## src/rtl/bitserial_alu_dp.sv

```systemverilog
// Digit-serial RV32I-class ALU: DIGIT bits per clock over an XLEN-bit word, valid/ready on both sides.
// Define BSALU_COMPARE_EN to build SLT/SLTU; otherwise ops 8/9 decode as illegal.
module bitserial_alu_dp #(
  parameter int XLEN  = 32,
  parameter int DIGIT = 1
) (
  input  logic            clk,
  input  logic            rstn,
  input  logic            in_valid,
  output logic            in_ready,
  input  logic [3:0]      op,
  input  logic [XLEN-1:0] a,
  input  logic [XLEN-1:0] b,
  output logic            out_valid,
  input  logic            out_ready,
  output logic [XLEN-1:0] result,
  output logic            busy,
  output logic [1:0]      dbg_state
);
  localparam int SW   = $clog2(XLEN);
  localparam int SW1  = SW + 1;
  localparam int LD   = $clog2(DIGIT);
  localparam int NMAX = XLEN / DIGIT;
  localparam int CW   = $clog2(NMAX + 1);

  localparam logic [3:0] OP_ADD  = 4'd0;
  localparam logic [3:0] OP_SUB  = 4'd1;
  localparam logic [3:0] OP_AND  = 4'd2;
  localparam logic [3:0] OP_OR   = 4'd3;
  localparam logic [3:0] OP_XOR  = 4'd4;
  localparam logic [3:0] OP_SLL  = 4'd5;
  localparam logic [3:0] OP_SRL  = 4'd6;
  localparam logic [3:0] OP_SRA  = 4'd7;
  localparam logic [3:0] OP_SLT  = 4'd8;
  localparam logic [3:0] OP_SLTU = 4'd9;
  localparam logic [3:0] OP_ILL  = 4'hF;

  // Handshake: a transfer happens on any rising edge where valid && ready are both high;
  // in_ready is high only in IDLE, out_valid only in DONE, so each op costs one bubble.
  typedef enum logic [1:0] {S_IDLE = 2'd0, S_RUN = 2'd1, S_DONE = 2'd2} state_t;
  state_t state_q, state_d;

  logic [XLEN-1:0] a_q, b_q, acc_q, res_q;
  logic [3:0]      op_q;
  logic            carry_q;
  logic [CW-1:0]   cnt_q;
  logic [SW:0]     shamt_q;

  logic accept, last;
  assign accept = in_valid && (state_q == S_IDLE);
  assign last   = (state_q == S_RUN) && (cnt_q == CW'(1));

  // Illegal codes collapse to OP_ILL at accept so the datapath only sees legal ops.
  logic [3:0]    op_dec;
  logic [SW:0]   s_in, n_shift;
  logic [CW-1:0] n_init;
  logic          sub_in, sub_q;

  always_comb begin
    op_dec = OP_ILL;
    case (op)
      OP_ADD, OP_SUB, OP_AND, OP_OR, OP_XOR, OP_SLL, OP_SRL, OP_SRA: op_dec = op;
`ifdef BSALU_COMPARE_EN
      OP_SLT, OP_SLTU: op_dec = op;
`endif
      default: op_dec = OP_ILL;
    endcase
  end

  assign s_in    = {1'b0, b[SW-1:0]};
  assign n_shift = (s_in == '0) ? SW1'(1) : ((s_in + SW1'(DIGIT - 1)) >> LD);
  assign sub_in  = (op_dec == OP_SUB) || (op_dec == OP_SLT) || (op_dec == OP_SLTU);
  assign sub_q   = (op_q == OP_SUB) || (op_q == OP_SLT) || (op_q == OP_SLTU);

  always_comb begin
    case (op_dec)
      OP_SLL, OP_SRL, OP_SRA: n_init = CW'(n_shift);
      OP_ILL:                 n_init = CW'(1);
      default:                n_init = CW'(NMAX);
    endcase
  end

  logic [DIGIT-1:0] a_dig, b_dig, b_eff, dig_res;
  logic [DIGIT:0]   sum;
  logic [XLEN-1:0]  acc_nx, shifted, fin_res;
  logic [SW:0]      sh_step;

  assign a_dig = a_q[DIGIT-1:0];
  assign b_dig = b_q[DIGIT-1:0];
  assign b_eff = sub_q ? ~b_dig : b_dig;
  assign sum   = {1'b0, a_dig} + {1'b0, b_eff} + {{DIGIT{1'b0}}, carry_q};

  always_comb begin
    case (op_q)
      OP_AND:  dig_res = a_dig & b_dig;
      OP_OR:   dig_res = a_dig | b_dig;
      OP_XOR:  dig_res = a_dig ^ b_dig;
      default: dig_res = sum[DIGIT-1:0];
    endcase
  end

  // Result digits enter at the top and migrate down, so after N steps acc holds the word.
  assign acc_nx  = (acc_q >> DIGIT) | (XLEN'(dig_res) << (XLEN - DIGIT));
  assign sh_step = (shamt_q > SW1'(DIGIT)) ? SW1'(DIGIT) : shamt_q;

  always_comb begin
    case (op_q)
      OP_SLL:  shifted = acc_q << sh_step;
      OP_SRL:  shifted = acc_q >> sh_step;
      OP_SRA:  shifted = $unsigned($signed(acc_q) >>> sh_step);
      default: shifted = acc_q;
    endcase
  end

`ifdef BSALU_COMPARE_EN
  // On the last step the top digit is in the low lane, so its MSBs are the word's sign bits.
  logic a_msb, b_msb, d_msb, slt_bit, sltu_bit;
  assign a_msb    = a_dig[DIGIT-1];
  assign b_msb    = b_dig[DIGIT-1];
  assign d_msb    = sum[DIGIT-1];
  assign slt_bit  = d_msb ^ ((a_msb ^ b_msb) & (d_msb ^ a_msb));
  assign sltu_bit = ~sum[DIGIT];
`endif

  always_comb begin
    case (op_q)
      OP_ADD, OP_SUB, OP_AND, OP_OR, OP_XOR: fin_res = acc_nx;
      OP_SLL, OP_SRL, OP_SRA:                fin_res = shifted;
`ifdef BSALU_COMPARE_EN
      OP_SLT:                                fin_res = XLEN'(slt_bit);
      OP_SLTU:                               fin_res = XLEN'(sltu_bit);
`endif
      default:                               fin_res = '0;
    endcase
  end

  always_ff @(posedge clk or negedge rstn) begin
    if (!rstn) begin
      a_q     <= '0;
      b_q     <= '0;
      acc_q   <= '0;
      res_q   <= '0;
      op_q    <= OP_ILL;
      carry_q <= 1'b0;
      cnt_q   <= '0;
      shamt_q <= '0;
    end else if (accept) begin
      a_q     <= a;
      b_q     <= b;
      acc_q   <= a;
      op_q    <= op_dec;
      carry_q <= sub_in;
      cnt_q   <= n_init;
      shamt_q <= s_in;
    end else if (state_q == S_RUN) begin
      a_q     <= a_q >> DIGIT;
      b_q     <= b_q >> DIGIT;
      carry_q <= sum[DIGIT];
      cnt_q   <= cnt_q - CW'(1);
      shamt_q <= shamt_q - sh_step;
      if (op_q == OP_SLL || op_q == OP_SRL || op_q == OP_SRA) acc_q <= shifted;
      else acc_q <= acc_nx;
      if (last) res_q <= fin_res;
    end
  end

  always_ff @(posedge clk or negedge rstn) begin
    if (!rstn) state_q <= S_IDLE;
    else       state_q <= state_d;
  end

  always_comb begin
    state_d = state_q;
    case (state_q)
      S_IDLE:  if (accept) state_d = S_RUN;
      S_RUN:   if (last) state_d = S_DONE;
      S_DONE:  if (out_ready) state_d = S_IDLE;
      default: state_d = S_IDLE;
    endcase
  end

  always_comb begin
    in_ready  = (state_q == S_IDLE);
    busy      = (state_q != S_IDLE);
    out_valid = (state_q == S_DONE);
    dbg_state = state_q;
  end

  assign result = res_q;
endmodule

```

## config.mk

```make
export PLATFORM = sky130hd
export DESIGN_NAME = bitserial_alu_dp
export DESIGN_NICKNAME = d
export VERILOG_FILES = /design/src/rtl/bitserial_alu_dp.sv
export SDC_FILE = /design/constraint.sdc
export NUM_CORES = 1
export LEC_CHECK = 0
export CAP_MARGIN = 40
export CORE_UTILIZATION = 54
export DETAILED_ROUTE_END_ITERATION = 8
export GPL_ROUTABILITY_DRIVEN = 1
export GPL_TIMING_DRIVEN = 0
export PLACE_DENSITY = 0.85
export SYNTH_ARGS = -nofsm -noshare
export SYNTH_HDL_FRONTEND = slang
export SYNTH_SLANG_ARGS = --single-unit
```

## constraint.sdc

```tcl
create_clock -name clk -period 2.7 [get_ports clk]
set_input_delay 0.81 -clock clk [delete_from_list [all_inputs] [get_ports clk]]
set_output_delay 0.81 -clock clk [all_outputs]
set_load 0.03 [all_outputs]
```

Word level (Yosys, flattened, before mapping)
Cells that the tools add are included.

Input port bits: 72. Register bits: 147. Logic and storage cells: 97.

Bitwise operators: 6. Shift-type cells: 3. Order comparisons: 1. Reductions and logical operators: 20. Muxes and demuxes: 25. Equality and inequality tests: 29. $add $sub $neg: 4.

Operator list (count): two-way mux 32 bit (7); case mux 32 bit (3 select lines) (1); case mux 32 bit (2 select lines) (1); equality test 4 x 3 -> 1 bit (second input constant) (11); bitwise OR 31 x 32 -> 32 bit (1); << shifter 32 x 6 -> 32 bit (1); >> shifter 32 x 6 -> 32 bit (1); >>> shifter 32 x 6 -> 32 bit (1); two-way mux 6 bit (5); equality test 4 bit (second input constant) (5); equality test 4 x 2 -> 1 bit (second input constant) (4); equality test 4 x 1 -> 1 bit (second input constant) (3); case mux 6 bit (2 select lines) (1); logical NOT 4 bit (2); OR reduction 8 bit (1); equality test 6 x 1 -> 1 bit (second input constant) (1); greater-than comparator 6 x 1 -> 1 bit (second input constant) (1); logical NOT 6 bit (1); logical OR 1 bit (6); two-way mux 2 bit (3); case mux 2 bit (3 select lines) (1); AND reduction 3 bit (2); OR reduction 3 bit (2); subtractor 6 x 1 -> 6 bit (second input constant) (1); other kinds (19) (25).

Logic depth before layout (Yosys ltp)
Gate-level depths: netlist of the first run.

Depth after elaboration: 11. Mapped depth: 10.

Worst setup path after synthesis of the first run
No wires, ideal clock.

Path kind: reg2reg. Start point: register op_q[0]. End point: register acc_q[31]. Arrival: 2.343 ns. Path buffers: 2. Setup time: 0.143 ns. Path slack: 0.214 ns. Clock period less this slack: 2.486 ns. Stages on the path, launching flop included: 10. Path through: dfstp_2 clkbuf_1 clkbuf_1 nor2_1 nor3_1 xnor2_1 fa_1 a32o_1 a21oi_1 o221ai_1.

Word-level cells in the longest chain between the ends: 11. Elaborated cells on any way between the ends: 22. Those cells by class: 2 x add/sub; 9 x eq/ne; 6 x mux; 1 x bitwise; 4 x reduce/logical.

Ends and longest elaborated chain: from (decl) (RTL line 44) `logic [3:0] op_q;`; from (signal assigned) (RTL line 151) `op_q <= op_dec;`; equality test 4 x 1 -> 1 bit or equality test 4 bit (tied branches) (RTL line 73) `assign sub_q = (op_q == OP_SUB) || (op_q == OP_SLT) || (op_q == OP_SLTU);`; logical OR 1 bit (2 in a row) (RTL line 73); two-way mux 1 bit (RTL line 90) `assign b_eff = sub_q ? ~b_dig : b_dig;`; adder 1 x 1 -> 2 bit (RTL line 91) `assign sum = {1'b0, a_dig} + {1'b0, b_eff} + {{DIGIT{1'b0}}, carry_q};`; adder 2 x 1 -> 2 bit (RTL line 91); case mux 1 bit (3 select lines) (RTL line 94) `case (op_q)`; bitwise OR 31 x 32 -> 32 bit (RTL line 103) `assign acc_nx = (acc_q >> DIGIT) | (XLEN'(dig_res) << (XLEN - DIGIT));`; two-way mux 32 bit (*) (RTL line 161) `if (op_q == OP_SLL || op_q == OP_SRL || op_q == OP_SRA) acc_q <= shifted;`; two-way mux 32 bit (*) (RTL line 155) `end else if (state_q == S_RUN) begin`; two-way mux 32 bit (*) (RTL line 147) `end else if (accept) begin`; to (signal assigned) (RTL line 161); to (signal assigned) (RTL line 162) `else acc_q <= acc_nx;`; to (decl) (RTL line 43) `logic [XLEN-1:0] a_q, b_q, acc_q, res_q;`.

Mark *: on every way between the ends. The rest lies on a longest branch, timed or not. The select of a mux whose other input is x is not followed. A chain may end at the register's enable or synchronous reset.

Worst setup path after layout of the first run
Start point: register state_q[0] (netlist: dbg_state[0]). End point: output port dbg_state[0].

RTL lines: from (decl) (RTL line 41) `state_t state_q, state_d;`; from (signal assigned) (RTL line 169) `else state_q <= state_d;`; to (decl) (RTL line 18) `output logic [1:0] dbg_state`.

No word-level cell between the ends.

==> summary.md, run 1 <==
| Metric | Value |
|---|---|
| Status | completed |
| Share of the synthesized area in the top cell type | 46.0% |
| Wl on met1 | 9550 um |
| DRC viols | 0 |
| First drt pass iteration count | 5 |
| # rows | 43 |
| Crit Path Class | reg2out |
| Finished Cell Area | 0.00980 sq mm |
| Vias/cell | 6.24 |
| Routed wl met2 | 10600 um |
| Syn. warnings | 0 |
| Syn avg cell area | 8.70 sq um |
| CTS Root Cell | clkbuf_16 |
| Total number of vias | 7562 |
| Critical Path AT | 1.80 ns |
| Worst EP required | 1.89 ns |
| Initial Util | 55.6% |
| Commonest cells after routing, fill and taps aside | nand2_1 (202), dfrtp_1 (143), clkdlybuf4s50_1 (104) |
| WL per Instance | 18.6 um |
| Seq/Total Area, Yosys | 47.4% |
| All-Layer GR Usage | 32.5% |
| Met3 WL | 1750 um |
| Core Util, Final | 70.0% |
| Normalized max-slew margin | 46.5% |
| Cells along the critical path | clkdlybuf4s50_1 |
| Vias in the first global route | 7306 |
| Overall Power | 13.4 mW |
| CTS Buf Count | 17 |
| Setup crit start kind | flop |
| CTS tree | built |
| Crit Path Max Fanout | 10 |
| Antenna Cells | 0 |
| DR top layer | met4 |
| Total core area | 0.0140 sq mm |
| Dominant cells by area after synthesis | dfrtp_1 (46%), nand2_1 (9.8%), a21oi_1 (4.1%), o21ai_0 (3.7%), mux2i_1 (3.5%) |
| Die area | 0.0149 sq mm |
| Layout cells sized above 1 | 5.91% |
| Iter 0 DRT Violations | 837 |
| Die Width | 122 um |
| Gp weighted congestion | 0.938 |
| WP buf/inv | 1 |
| Mapped Cells | 894 |
| FMAX | 383 MHz |
| Ports | 109 |
| Max incr delay on CP | 0.76 ns |
| Largest net degree at the start of global routing | 84 |
| DRT antenna net count | 0 |
| Fill cells | 1089 |
| Top FF cell, synth | dfrtp_1 |
| Longest Clk Path Bufs | 2 |
| Die Ht | 122 um |
| Area Growth Syn to Fin | 26.0% |
| Worst Setup End Kind | output pin |
| Final hold vios | 0 |
| # setup viols final | 0 |
| Non-Filler Instances | 1212 |
| Area after DPL | 0.00911 sq mm |
| Leakage power | 4.18 nW |
| Syn nets | 972 |
| Post-synth cell types | 54 |
| Overflow after GRT | 0 |
| H-tree Lvls | 4 |
| CTS Sinks | 147 |
| RSZ-0062 raised after global routing | no |
| Crit path max-delay family | buffers and inverters |
| Mapped cell area | 0.00777 sq mm |
| Max-Cap Viols | 0 |
| Slowest CP cell | clkdlybuf4s50_1 |
| Worst vdd ir | 0.000781 V |
| Asr flop ratio synth | 100% |
| Detail Placement HPWL | 15500 um |
| Place WS | -0.305 ns |
| Slew @ Worst Pin | 0.800 ns |
| Global-route wire length before repair | 37300 um |
| Final setup skew | 0.00996 ns |
| Skew-Pair Late Insertion Delay | 0.44 ns |
| Post-CTS Setup Bufs | 0 |
| CTS clk-pin slew, worst paths | 0.06 ns |
| Worst setup margin | 0.0893 ns |
| Placed cell count | 1183 |
| Hold buffer count at cts | 0 |
| Initial antenna violation count | 0 |
| Seq cells post-synth | 147 |
| Power Dens Cells | 1370 mW/mm^2 |
| NumNets Final | 1097 |
| Yosys top cell by area | dfrtp_1 |
| Worst min path class | in2async |
| IO buf count | 108 |
| Most common cell after layout, fill and taps aside | nand2_1 |
| Routed wire length | 22500 um |
| Final worst path period need | 2.61 ns |
| Tcrit/Tclk final | 96.7% |
| EDFF count, synth | 0 |
| Slew Limit Fails | 0 |
-- cell families (layout without fill, tap and decap cells) --
family,after synthesis,after routing,synth area share (%)
mux,27,27,3.48
compound gates,269,269,22.3
flops,147,147,47.4
xor+xnor,8,8,0.901
simple gates,346,346,19.9
buf+inv,91,229,5.01
fa+ha+maj,6,6,1.06
-- cell usage after synthesis (2+ instances only) --
cell type / count
nand2_1: 202
dfrtp_1: 143
a21oi_1: 64
clkbuf_1: 59
o21ai_0: 58
nor2_1: 48
a31oi_1: 36
nand3_1: 33
o211ai_1: 30
nand3b_1: 28
o2bb2ai_1: 28
a22oi_1: 27
mux2i_1: 27
inv_1: 14
buf_2: 8
nor3_1: 8
nand2b_1: 7
o221ai_1: 6
buf_1: 5
buf_6: 5
ha_1: 5
xnor2_1: 5
dfstp_2: 4
nor2b_1: 4
or2_2: 3
xor2_1: 3
a22o_1: 2
nor3b_1: 2
nor4_1: 2
o21a_1: 2
o311ai_0: 2
or3b_2: 2
-- cell type report --
| type | count | area [sq um] | share of cell area (%) |
|---|---|---|---|
| inverters | 14 | 52.6 | 0.536 |
| clock buffers | 23 | 498 | 5.08 |
| flip-flops and latches | 147 | 3680 | 37.6 |
| well taps | 180 | 225 | 2.30 |
| clock inverters | 9 | 198 | 2.02 |
| multi-input cells | 656 | 3710 | 37.8 |
| plain buffers | 74 | 328 | 3.35 |
| repair buffers | 109 | 1110 | 11.3 |
-- repair_timing --
item,CTS,global route
resized for setup,5,1
gates cloned,0,0
endpoints found under the setup margin,5,4
-- power breakdown --
part           switching [mW]  internal (mW)  total, mW
combinational            3.97           2.40       6.37
sequential              0.984           3.29       4.27
clock                   0.928           1.85       2.78
total                    5.88           7.54       13.4
-- path summary, 6_finish.rpt --
path	start	to	slack (ns)	cells after the start
min	rstn	a_q[9]	0.36	1
max in group asynchronous	rstn	op_q[0]	1.48	2
min reg2reg	b_q[5]	b_q[5]	0.48	2
max	dbg_state[0]	dbg_state[0]	0.09	1
min in group clk	b_q[5]	b_q[5]	0.48	2
max reg2reg	op_q[0]	acc_q[31]	0.22	8
-- through the flow --
step	setup TNS, ns	hold WS, ns
detailed placement	-17.05	0.464
global placement	-757.77	0.458
finish	0	0.364
floorplan	0	0.446
global route	0	0.420
CTS	0	0.388
-- sequential cells by signal, indices dropped and copies added, names as in the netlist --
| name | cells |
|---|---|
| a_q | 32 |
| acc_q | 32 |
| b_q | 32 |
| carry_q | 1 |
| cnt_q | 6 |
| dbg_state | 2 |
| op_q | 4 |
| result | 32 |
| shamt_q | 6 |
-- layer usage --
| metal | global-route usage [%] | up-vias |
|---|---|---|
| li1 | - | 3428 |
| met1 | 44.5 | 3693 |
| met2 | 50.4 | 381 |
| met3 | 5.62 | 60 |
| met4 | 14.6 | 0 |
| met5 | 0 | - |
-- worst reg2reg max path, stage by stage (launching register included) --
cell      delay [ns]
dfstp_2         0.68
clkbuf_2        0.29
nor2_1          0.06
nor3_1          0.19
xnor2_1         0.16
fa_1            0.46
a32o_1          0.26
a21oi_1         0.11
o221ai_1        0.12
No activity file was read; power rests on OpenSTA's default activity.
==> inputs of run 2 (changes only) <==
GPL_TIMING_DRIVEN = default   (was 0)
==> summary.md, run 2 (synthesis gave the netlist of run 1 again) <==
| Metric | Value |
|---|---|
| Status | completed |
| Die Ht | 122 um (unchanged) |
| Crit Path Class | reg2out |
| Crit path max-delay family | buffers and inverters |
| First drt pass iteration count | 7 (+2) |
| Vias/cell | 6.11 (-2.1%) |
| Antenna Cells | 0 (unchanged) |
| Layout cells sized above 1 | 8.27% (+2.4 points) |
| Gp weighted congestion | 0.842 (-10%) |
| Initial Util | 55.6% (unchanged) |
| Commonest cells after routing, fill and taps aside | nand2_1 (202), dfrtp_1 (143), clkdlybuf4s50_1 (106) |
| Die Width | 122 um (unchanged) |
| Detail Placement HPWL | 13300 um (-14%) |
| FMAX | 382 MHz (-0.29%) |
| Slowest CP cell | clkdlybuf4s50_1 |
| RSZ-0062 raised after global routing | no |
| Final setup skew | 0.00655 ns (-0.00341 ns) |
| Tcrit/Tclk final | 97.0% (+0.28 points) |
| Global-route wire length before repair | 34300 um (-7.8%) |
| Max incr delay on CP | 0.66 ns (-0.10 ns) |
| Register area | 0.00368 sq mm (unchanged) |
| Worst EP required | 1.89 ns (about the same) |
| Final hold vios | 0 (unchanged) |
| Ports | 109 (unchanged) |
| Vias in the first global route | 6954 (-4.8%) |
| CTS tree | built |
| Initial antenna violation count | 0 (unchanged) |
| Cells along the critical path | buf_4 > nand2b_1 > inv_1 > clkdlybuf4s50_1 |
| Area of the multi-input gates | 0.00373 sq mm (+0.78%) |
| WL per Instance | 17.6 um (-5.0%) |
| Skew-Pair Late Insertion Delay | 0.43 ns (about the same) |
| Most common cell after layout, fill and taps aside | nand2_1 |
| Iter 0 DRT Violations | 801 (-4.3%) |
| WP buf/inv | 3 (+2) |
| # rows | 43 (unchanged) |
| Hold buffer count at cts | 0 (unchanged) |
| Routed wl met2 | 9820 um (-7.1%) |
| # setup viols final | 0 (unchanged) |
| CTS Buf Count | 17 (unchanged) |
| Routed wire length | 20700 um (-8.2%) |
| Worst r2r src | op_q[1] |
| Max-Cap Viols | 0 (unchanged) |
| Setup crit start kind | flop |
| H-tree Lvls | 4 (unchanged) |
| IO buf count | 108 (unchanged) |
| Leakage power | 4.15 nW (-0.90%) |
| Critical Path AT | 1.81 ns (about the same) |
| Worst min path class | in2async |
| Slew Limit Fails | 0 (unchanged) |
| Normalized max-slew margin | 60.4% (+14 points) |
| Crit Path Max Fanout | 17 (+7) |
| Overflow after GRT | 0 (unchanged) |
| NumNets Final | 1057 (-3.6%) |
| Area Growth Syn to Fin | 23.6% |
| Met3 WL | 1500 um (-14%) |
| DRC viols | 0 (unchanged) |
| Total number of vias | 7161 (-5.3%) |
| Final worst path period need | 2.62 ns (+0.00753 ns) |
| Longest Clk Path Bufs | 2 (unchanged) |
| Critical path origin | dbg_state[1] |
| Die area | 0.0149 sq mm (unchanged) |
| Power Dens Cells | 1320 mW/mm^2 (-3.9%) |
| Slew @ Worst Pin | 0.579 ns (-0.221 ns) |
| Worst Setup End Kind | output pin |
| Largest net degree at the start of global routing | 69 (-18%) |
| Fill cells | 1115 (+2.4%) |
| CTS Sinks | 147 (unchanged) |
| DRT antenna net count | 0 (unchanged) |
| DR top layer | met4 |
| Wl on met1 | 8780 um (-8.0%) |
| Total core area | 0.0140 sq mm (unchanged) |
| Core Util, Final | 68.7% (-1.3 points) |
| CTS Root Cell | clkbuf_16 |
| Setup TNS Final | 0 ns (unchanged) |
| Worst vdd ir | 0.000666 V (-15%) |
| All-Layer GR Usage | 29.7% (-2.8 points) |
| CTS clk-pin slew, worst paths | 0.06 ns (about the same) |
==> run 2: cell types whose count changed in the layout (fill, tap and decap cells not counted), sizes merged <==
cell           previous run  this run
clkinv                    2         4
clkdlybuf4s50           104       106
dlygate4sd2               3         0
buf                      20        36
clkbuf                   79        27
dlymetal6s2s              0         1
bufinv                    6         0
==> run 2: repair_timing <==
action	CTS	global route
resized for setup	0	1
endpoints found under the setup margin	0	1
setup buffers	0	0
==> run 2: final cells by class <==
| class | instances | share of cell area (%) |
|---|---|---|
| multi-input combinational | 656 | 38.9 |
| sequential | 147 | 38.3 |
| timing repair buffer | 143 | 14.4 |
| clock buffer | 27 | 5.23 |
| tap | 180 | 2.34 |
| inverter | 14 | 0.547 |
| clock inverter | 5 | 0.286 |
==> run 2: through the flow <==
stage               instance area [sq um]  hold slack, ns  power (mW)  std cells  worst slack (ns)
finish                               9610           0.284        12.7       1172            0.0818
global route                         9610           0.311        13.6       1172            0.0131
CTS                                  9610           0.301        12.6       1172            0.0201
detailed placement                   9080           0.463        10.4       1140             0.181
global placement                     9080           0.458        10.2       1140             0.209
floorplan                            7770           0.446        8.44        894             0.214
==> run 2: where the power goes <==
group / switching (mW) / leakage, nW / internal [mW] / total (mW)
Clock: 0.888 / 0.261 / 1.26 / 2.15
Combinational: 3.77 / 2.10 / 2.50 / 6.28
Sequential: 0.939 / 1.78 / 3.29 / 4.23
==> run 2: path summary, 6_finish.rpt <==
kind	endpoint	slack, ns	cells past startpoint
max	out_valid	0.08	4
min	a_q[8]	0.28	1
max reg2reg	acc_q[31]	0.47	6
min reg2reg	b_q[5]	0.47	2
max in group asynchronous	op_q[3]	1.60	2
min in group clk	b_q[5]	0.47	2
==> run 2: metal layers <==
layer | track usage, % | vias to the layer above
met5 | 0 | -
met4 | 14.4 | 0
met3 | 6.18 | 44
met2 | 46.0 | 312
met1 | 39.8 | 3452
li1 | - | 3353
==> run 2: worst reg2reg max path, stage by stage, from the launching register on <==
cell	delay, ns
dfstp_2	0.83
nor3_1	0.13
xnor2_1	0.19
fa_1	0.45
a32o_1	0.26
a21oi_1	0.12
o221ai_1	0.12
